## src/rtl/mem_multi_read_distributed.sv

```systemverilog
// Distributed-RAM memory: one byte-enabled write port, NUM_READ_PORTS async read ports, optional 1/2-stage output pipe.
// Define MEM_WRITE_BYPASS_EN to forward an accepted write to read ports addressing the same word.
module mem_multi_read_distributed #(
    parameter int DATA_WIDTH     = 32,
    parameter int DEPTH          = 64,
    parameter int NUM_READ_PORTS = 2,
    parameter int BYTE_WIDTH     = 8,
    parameter int OUTPUT_DELAY   = 1,
    localparam int AW = $clog2(DEPTH),
    localparam int NB = DATA_WIDTH / BYTE_WIDTH
) (
    input  logic                                 clk,
    input  logic                                 reset,
    output logic                                 init_busy,
    input  logic                                 wea,
    input  logic [AW-1:0]                        addra,
    input  logic [DATA_WIDTH-1:0]                dia,
    input  logic [NB-1:0]                        bea,
    input  logic [NUM_READ_PORTS-1:0]            reb,
    input  logic [NUM_READ_PORTS*AW-1:0]         addrb,
    output logic [NUM_READ_PORTS*DATA_WIDTH-1:0] dob,
    output logic [NUM_READ_PORTS-1:0]            dob_valid
);

    // state | meaning
    // INIT  | clear sweep: ram[cnt_q] <= 0 each cycle, user writes dropped
    // READY | normal operation

    if (OUTPUT_DELAY < 0 || OUTPUT_DELAY > 2) begin : g_bad_delay
        $fatal(1, "OUTPUT_DELAY must be 0, 1 or 2");
    end
    if (DATA_WIDTH % BYTE_WIDTH != 0) begin : g_bad_width
        $fatal(1, "DATA_WIDTH must be a multiple of BYTE_WIDTH");
    end
    if (DEPTH < 2) begin : g_bad_depth
        $fatal(1, "DEPTH must be at least 2");
    end
    if (NUM_READ_PORTS < 1 || NUM_READ_PORTS > 8) begin : g_bad_ports
        $fatal(1, "NUM_READ_PORTS must be 1..8");
    end

    typedef enum logic {INIT = 1'b0, READY = 1'b1} state_t;

    state_t          state_q;
    logic [AW-1:0]   cnt_q;
    logic            init_busy_q;
    logic            wr_accept;

    logic [DATA_WIDTH-1:0] ram [DEPTH];
    logic [DATA_WIDTH-1:0] rd_data [NUM_READ_PORTS];

    always_ff @(posedge clk) begin
        if (reset) begin
            state_q     <= INIT;
            cnt_q       <= '0;
            init_busy_q <= 1'b1;
        end else begin
            case (state_q)
                INIT: begin
                    if (cnt_q == AW'(DEPTH - 1)) begin
                        state_q     <= READY;
                        init_busy_q <= 1'b0;
                        cnt_q       <= '0;
                    end else begin
                        cnt_q <= cnt_q + AW'(1);
                    end
                end
                READY: begin
                    state_q <= READY;
                end
                default: begin
                    state_q <= INIT;
                end
            endcase
        end
    end

    assign init_busy = init_busy_q;
    assign wr_accept = wea & ~init_busy_q & ~reset;

    // RAM has no reset of its own; the INIT sweep is what clears it.
    always_ff @(posedge clk) begin
        if (!reset) begin
            if (state_q == INIT) begin
                ram[cnt_q] <= '0;
            end else if (wr_accept) begin
                for (int j = 0; j < NB; j++) begin
                    if (bea[j]) begin
                        ram[addra][j*BYTE_WIDTH +: BYTE_WIDTH] <= dia[j*BYTE_WIDTH +: BYTE_WIDTH];
                    end
                end
            end
        end
    end

`ifdef MEM_WRITE_BYPASS_EN
    logic [DATA_WIDTH-1:0] wr_merged;

    always_comb begin
        wr_merged = ram[addra];
        for (int j = 0; j < NB; j++) begin
            if (bea[j]) begin
                wr_merged[j*BYTE_WIDTH +: BYTE_WIDTH] = dia[j*BYTE_WIDTH +: BYTE_WIDTH];
            end
        end
    end

    always_comb begin
        for (int i = 0; i < NUM_READ_PORTS; i++) begin
            rd_data[i] = ram[addrb[i*AW +: AW]];
            if (wr_accept && (addrb[i*AW +: AW] == addra)) begin
                rd_data[i] = wr_merged;
            end
        end
    end
`else
    always_comb begin
        for (int i = 0; i < NUM_READ_PORTS; i++) begin
            rd_data[i] = ram[addrb[i*AW +: AW]];
        end
    end
`endif

    if (OUTPUT_DELAY == 0) begin : g_comb
        for (genvar i = 0; i < NUM_READ_PORTS; i++) begin : g_port
            assign dob[i*DATA_WIDTH +: DATA_WIDTH] = rd_data[i];
        end
        assign dob_valid = reb & {NUM_READ_PORTS{~init_busy_q}};
    end else begin : g_pipe
        logic [DATA_WIDTH-1:0]     s1_q [NUM_READ_PORTS];
        logic [NUM_READ_PORTS-1:0] v1_q;

        // Stage 1 holds its data while reb is low; only the valid drops.
        always_ff @(posedge clk) begin
            if (reset) begin
                for (int i = 0; i < NUM_READ_PORTS; i++) begin
                    s1_q[i] <= '0;
                end
                v1_q <= '0;
            end else begin
                for (int i = 0; i < NUM_READ_PORTS; i++) begin
                    if (reb[i]) begin
                        s1_q[i] <= rd_data[i];
                    end
                    v1_q[i] <= reb[i] & ~init_busy_q;
                end
            end
        end

        if (OUTPUT_DELAY == 1) begin : g_one
            for (genvar i = 0; i < NUM_READ_PORTS; i++) begin : g_port
                assign dob[i*DATA_WIDTH +: DATA_WIDTH] = s1_q[i];
            end
            assign dob_valid = v1_q;
        end else begin : g_two
            logic [DATA_WIDTH-1:0]     s2_q [NUM_READ_PORTS];
            logic [NUM_READ_PORTS-1:0] v2_q;

            always_ff @(posedge clk) begin
                if (reset) begin
                    for (int i = 0; i < NUM_READ_PORTS; i++) begin
                        s2_q[i] <= '0;
                    end
                    v2_q <= '0;
                end else begin
                    for (int i = 0; i < NUM_READ_PORTS; i++) begin
                        s2_q[i] <= s1_q[i];
                    end
                    v2_q <= v1_q;
                end
            end

            for (genvar i = 0; i < NUM_READ_PORTS; i++) begin : g_port
                assign dob[i*DATA_WIDTH +: DATA_WIDTH] = s2_q[i];
            end
            assign dob_valid = v2_q;
        end
    end

endmodule

```

## config.mk

```make
export PLATFORM = sky130hd
export DESIGN_NAME = mem_multi_read_distributed
export DESIGN_NICKNAME = d
export VERILOG_FILES = /design/src/rtl/mem_multi_read_distributed.sv
export SDC_FILE = /design/constraint.sdc
export NUM_CORES = 2
export LEC_CHECK = 0
export BUFFER_PORTS_ARGS = -buffer_cell sky130_fd_sc_hd__buf_2
export CORE_ASPECT_RATIO = 0.9
export CORE_MARGIN = 3
export CORE_UTILIZATION = 45
export CTS_CLUSTER_SIZE = 24
export DETAILED_ROUTE_END_ITERATION = 6
export REMOVE_ABC_BUFFERS = 1
export SLEW_MARGIN = 0
export SYNTH_ARGS = -nofsm -noshare
export SYNTH_HDL_FRONTEND = slang
export SYNTH_SLANG_ARGS = --single-unit
export TNS_END_PERCENT = 1
```

## constraint.sdc

```tcl
create_clock -name clk -period 2.9 [get_ports clk]
set_input_delay 0.145 -clock clk [delete_from_list [all_inputs] [get_ports clk]]
set_output_delay 0.145 -clock clk [all_outputs]
set_load 0.1 [all_outputs]
```

==> out/summary.json <==
{
  "placement": {
    "pre_cts_worst_setup_slack_ps": -471,
    "dp_cells": 8314,
    "detailed_place.area_sq_mm": 0.109,
    "place.gp.congestion": 0.935,
    "detailedPlacementHpwl_um": 234000,
    "portBuffers": 125
  },
  "sta": {
    "setup_repair_after_global_routing_missed_its_margin": "no",
    "finalSetupViolCount": 0,
    "fin_setup_tns_ps": 0,
    "final.min_clock_period_ps": 2790,
    "hold_viol_final": 0,
    "setup_ws_ps": 107,
    "fin_crit_sh_pct": 96.3,
    "timing.clock.skew_ps": 36.0,
    "final_max_slew_viol_count": 0,
    "timing.slew.headroom_pct": 15.0,
    "achievable-frequency_ghz": 0.358,
    "worst_margin_slew_ps": 1270
  },
  "clock_tree": {
    "clock_tree_buffer_depth": 3,
    "path_clk_slew_ps": 60,
    "cts_htree_levels": 4,
    "cts_num_sinks": 2122,
    "ctsRootBufferMaster": "sky130_fd_sc_hd__clkbuf_16",
    "tritoncts": "done",
    "numCtsBuffers": 215,
    "clock_insertion_delay_worst_skew_ps": 890
  },
  "final_layout": {
    "final_cells": 8745,
    "layout.cell_area.non_filler_sq_mm": 0.117,
    "layout-drive-gt1-share_pct": 43.1,
    "finish.net_count": 5737,
    "area.growth.synth_to_final_pct": 18.1
  },
  "floorplan": {
    "core_area_sq_mm": 0.217,
    "floorplan.initialDensity_pct": 45.4,
    "num_rows": 162,
    "number_of_ports_placed_on_the_die_boundary": 126,
    "die_y_um": 450,
    "design.die.area_sq_mm": 0.225,
    "die_width_um": 500
  },
  "worst_setup_path": {
    "critPathMaxStageDelay_ps": 480,
    "reg2reg_to": "ram[30][23]$_DFFE_PP_",
    "crit_chain": "nor2_1 -> nand4_1 -> buf_12 -> buf_4 -> mux2i_1 -> nand2b_2 -> buf_12 -> nor3_1 -> buf_4",
    "end_kind": "flip-flop",
    "crit_family": "simple AND/OR/NAND/NOR gates",
    "worstSetupStartpointType": "flip-flop",
    "critical_path_cell_count": 9,
    "worst_ep_required_time_ps": 3460,
    "r2r_worst_path_depth": 9,
    "cp_data_arrival_time_ps": 3350,
    "rr_startpoint": "init_busy$_SDFFE_PP1P_",
    "worstPathBufferInverterCount": 4,
    "cp_max_fo": 16,
    "cp_launch_point": "init_busy$_SDFFE_PP1P_",
    "setup.reg_to_reg.worst_slack_ps": 110,
    "worstSetupEndpoint": "ram[30][23]$_DFFE_PP_",
    "critical-path-slowest-cell": "sky130_fd_sc_hd__nor3_1",
    "path_class": "flip-flop to flip-flop"
  },
  "synthesis": {
    "post_synth.cell_area_avg_sq_um": 20.4,
    "yosysMostFrequentCell": "sky130_fd_sc_hd__edfxtp_1",
    "mappedNetlistArea_sq_mm": 0.0988,
    "syn-instance-count": 4849,
    "yosys_warnings": 0,
    "synth.ff_latch_count": 2122,
    "async_reset_ff_share_pct": 0,
    "number_of_enable_type_register_cells_in_the_synthesized_netlist": 2112,
    "synthFlopType": "sky130_fd_sc_hd__edfxtp_1",
    "netlist.top_cell.by_area": "sky130_fd_sc_hd__edfxtp_1",
    "yosysTopAreaCellShare_pct": 64.2,
    "synth.area.top_cells": "sky130_fd_sc_hd__edfxtp_1, sky130_fd_sc_hd__mux4_2, sky130_fd_sc_hd__mux2i_1, sky130_fd_sc_hd__nor2_1, sky130_fd_sc_hd__buf_2",
    "synth.lib_cells_used.distinct": 62,
    "synthTopCellsByCount": "sky130_fd_sc_hd__edfxtp_1, sky130_fd_sc_hd__mux4_2, sky130_fd_sc_hd__mux2i_1",
    "ys_seq_area_share_pct": 64.4
  },
  "hold_path": {
    "hold_class": "input pin to flip-flop"
  },
  "routing": {
    "initialDrtViolationCount": 8690,
    "drcViolationCount": 0,
    "viasPerCell": 6.73,
    "antenna_violating_nets_post_route": 0,
    "vias": 58800,
    "drt-wirelength-per-cell_um": 38.5,
    "route.final.wire_length_um": 337000,
    "tritonroute_pass_1_iters": 6
  },
  "global_routing": {
    "grtUsageMet1_pct": 42.2,
    "antenna_found_initial": 24,
    "met2_usage_pct": 44.4,
    "grt_remaining_overflow": 0,
    "groute.layer.met3.usage_pct": 7.64,
    "grt_first_pass_wirelength_um": 467000,
    "grt.busiest_layer": "met2",
    "globalRouteTotalUtil_pct": 29.8,
    "maximum_number_of_pins_on_one_net_before_global_route_repair": 65,
    "vias_in_the_first_global_route": 57800
  },
  "power": {
    "power.total_mw": 66.5,
    "irDropWorstVdd_v": 0.000521,
    "power.static_leakage_nw": 42.3,
    "pwr_density_cell_mw_per_mm2": 570
  },
  "flow_run": {
    "drv.max_cap_violation_count": 0
  },
  "outcome": {
    "outcome": "finished, final reports clean"
  }
}
placed cells by master (no fill, tap or decap), drive strengths merged, types with 20 or more instances in the layout:
cell    count
mux2i     253
clkbuf    256
nor2b      23
mux4     1120
nor3       98
buf       984
clkinv    104
nand2     100
a21oi      55
o22ai      31
and2       39
nand3      35
o21ai      44
edfxtp   2112
mux2       43
bufinv     20
a22oi      76
nand2b     35
nor2      228
sequential cells by signal, summed over array words and instances, names as in the netlist:
signal       flops
g_pipe.s1_q     64
ram           2048
init_busy        1
state_q          1
dob_valid        2
cnt_q            6
final cells by class:
type,instances,area (sq um)
Fill cell,16800,101000
Sequential cell,2122,63600
Multi-Input combinational cell,2332,33400
Timing Repair Buffer,1000,9000
Clock buffer,256,5580
Tap cell,2870,3590
Clock inverter,143,1350
Antenna cell,16,40.0
Inverter,6,30.0
logic make-up (layout without fill, tap and decap cells):
logic type                 after synthesis  after routing  share of synthesized area (%)
other                                    0             16                              0
adders and majority gates                1              1                         0.0127
and+or+nand+nor                        600            600                           2.84
DFF                                   2122           2122                           64.4
xor gates and xnor gates                 5              5                         0.0443
AOI/OAI and AO/OA                      310            310                           2.12
buffers and inverters                  395           1405                           1.97
muxes                                 1416           1416                           28.6
worst min-delay path, delay by kind of cell:
family,cells,cell delay [ps]
buffers and inverters,2,390
and+or+nand+nor,1,150
layer usage:
layer,part of all wire (%),wire length (um),vias up
met2,46,153000,3945
met3,11,37600,638
met5,0.013,43,-
met4,4.5,15300,6
li1,-,-,22700
met1,39,130000,31500
how the worst min path moves through the flow:
stage                         start                               end  slack [ps]  cells past startpoint
after floorplan               reset             cnt_q[1]$_SDFFE_PP0N_         210                      1
after global placement       reb[0]           dob_valid[0]$_SDFF_PP0_         550                      2
after detailed placement     reb[0]           dob_valid[0]$_SDFF_PP0_         560                      2
after CTS                 addrb[10]  g_pipe.s1_q[0][51]$_SDFFCE_PN0P_          20                      4
after global routing      addrb[10]  g_pipe.s1_q[0][51]$_SDFFCE_PN0P_          70                      4
final                       dia[28]             ram[43][28]$_DFFE_PP_          90                      3
power by group:
| part | internal, mW | leakage, nW | total, mW | switching (mW) |
|---|---|---|---|---|
| Sequential | 33.4 | 23.1 | 33.5 | 0.117 |
| Clock | 15.5 | 3.36 | 27.7 | 12.2 |
| Combinational | 1.99 | 15.9 | 5.27 | 3.28 |
stage by stage:
step	hold slack [ps]	util (%)
after floorplan	214	-
after global placement	552	50.3
after detailed placement	558	50.3
after CTS	18.5	53.6
after global routing	72.1	53.6
final	90.0	53.6
repair_timing:
item	in CTS	in global routing
endpoints found under the hold margin	523	0
hold buffers	16	0
gates resized for setup	0	1
buffers inserted	0	0
endpoints found under the setup margin	0	8
No activity file was read; power rests on OpenSTA's default activity.
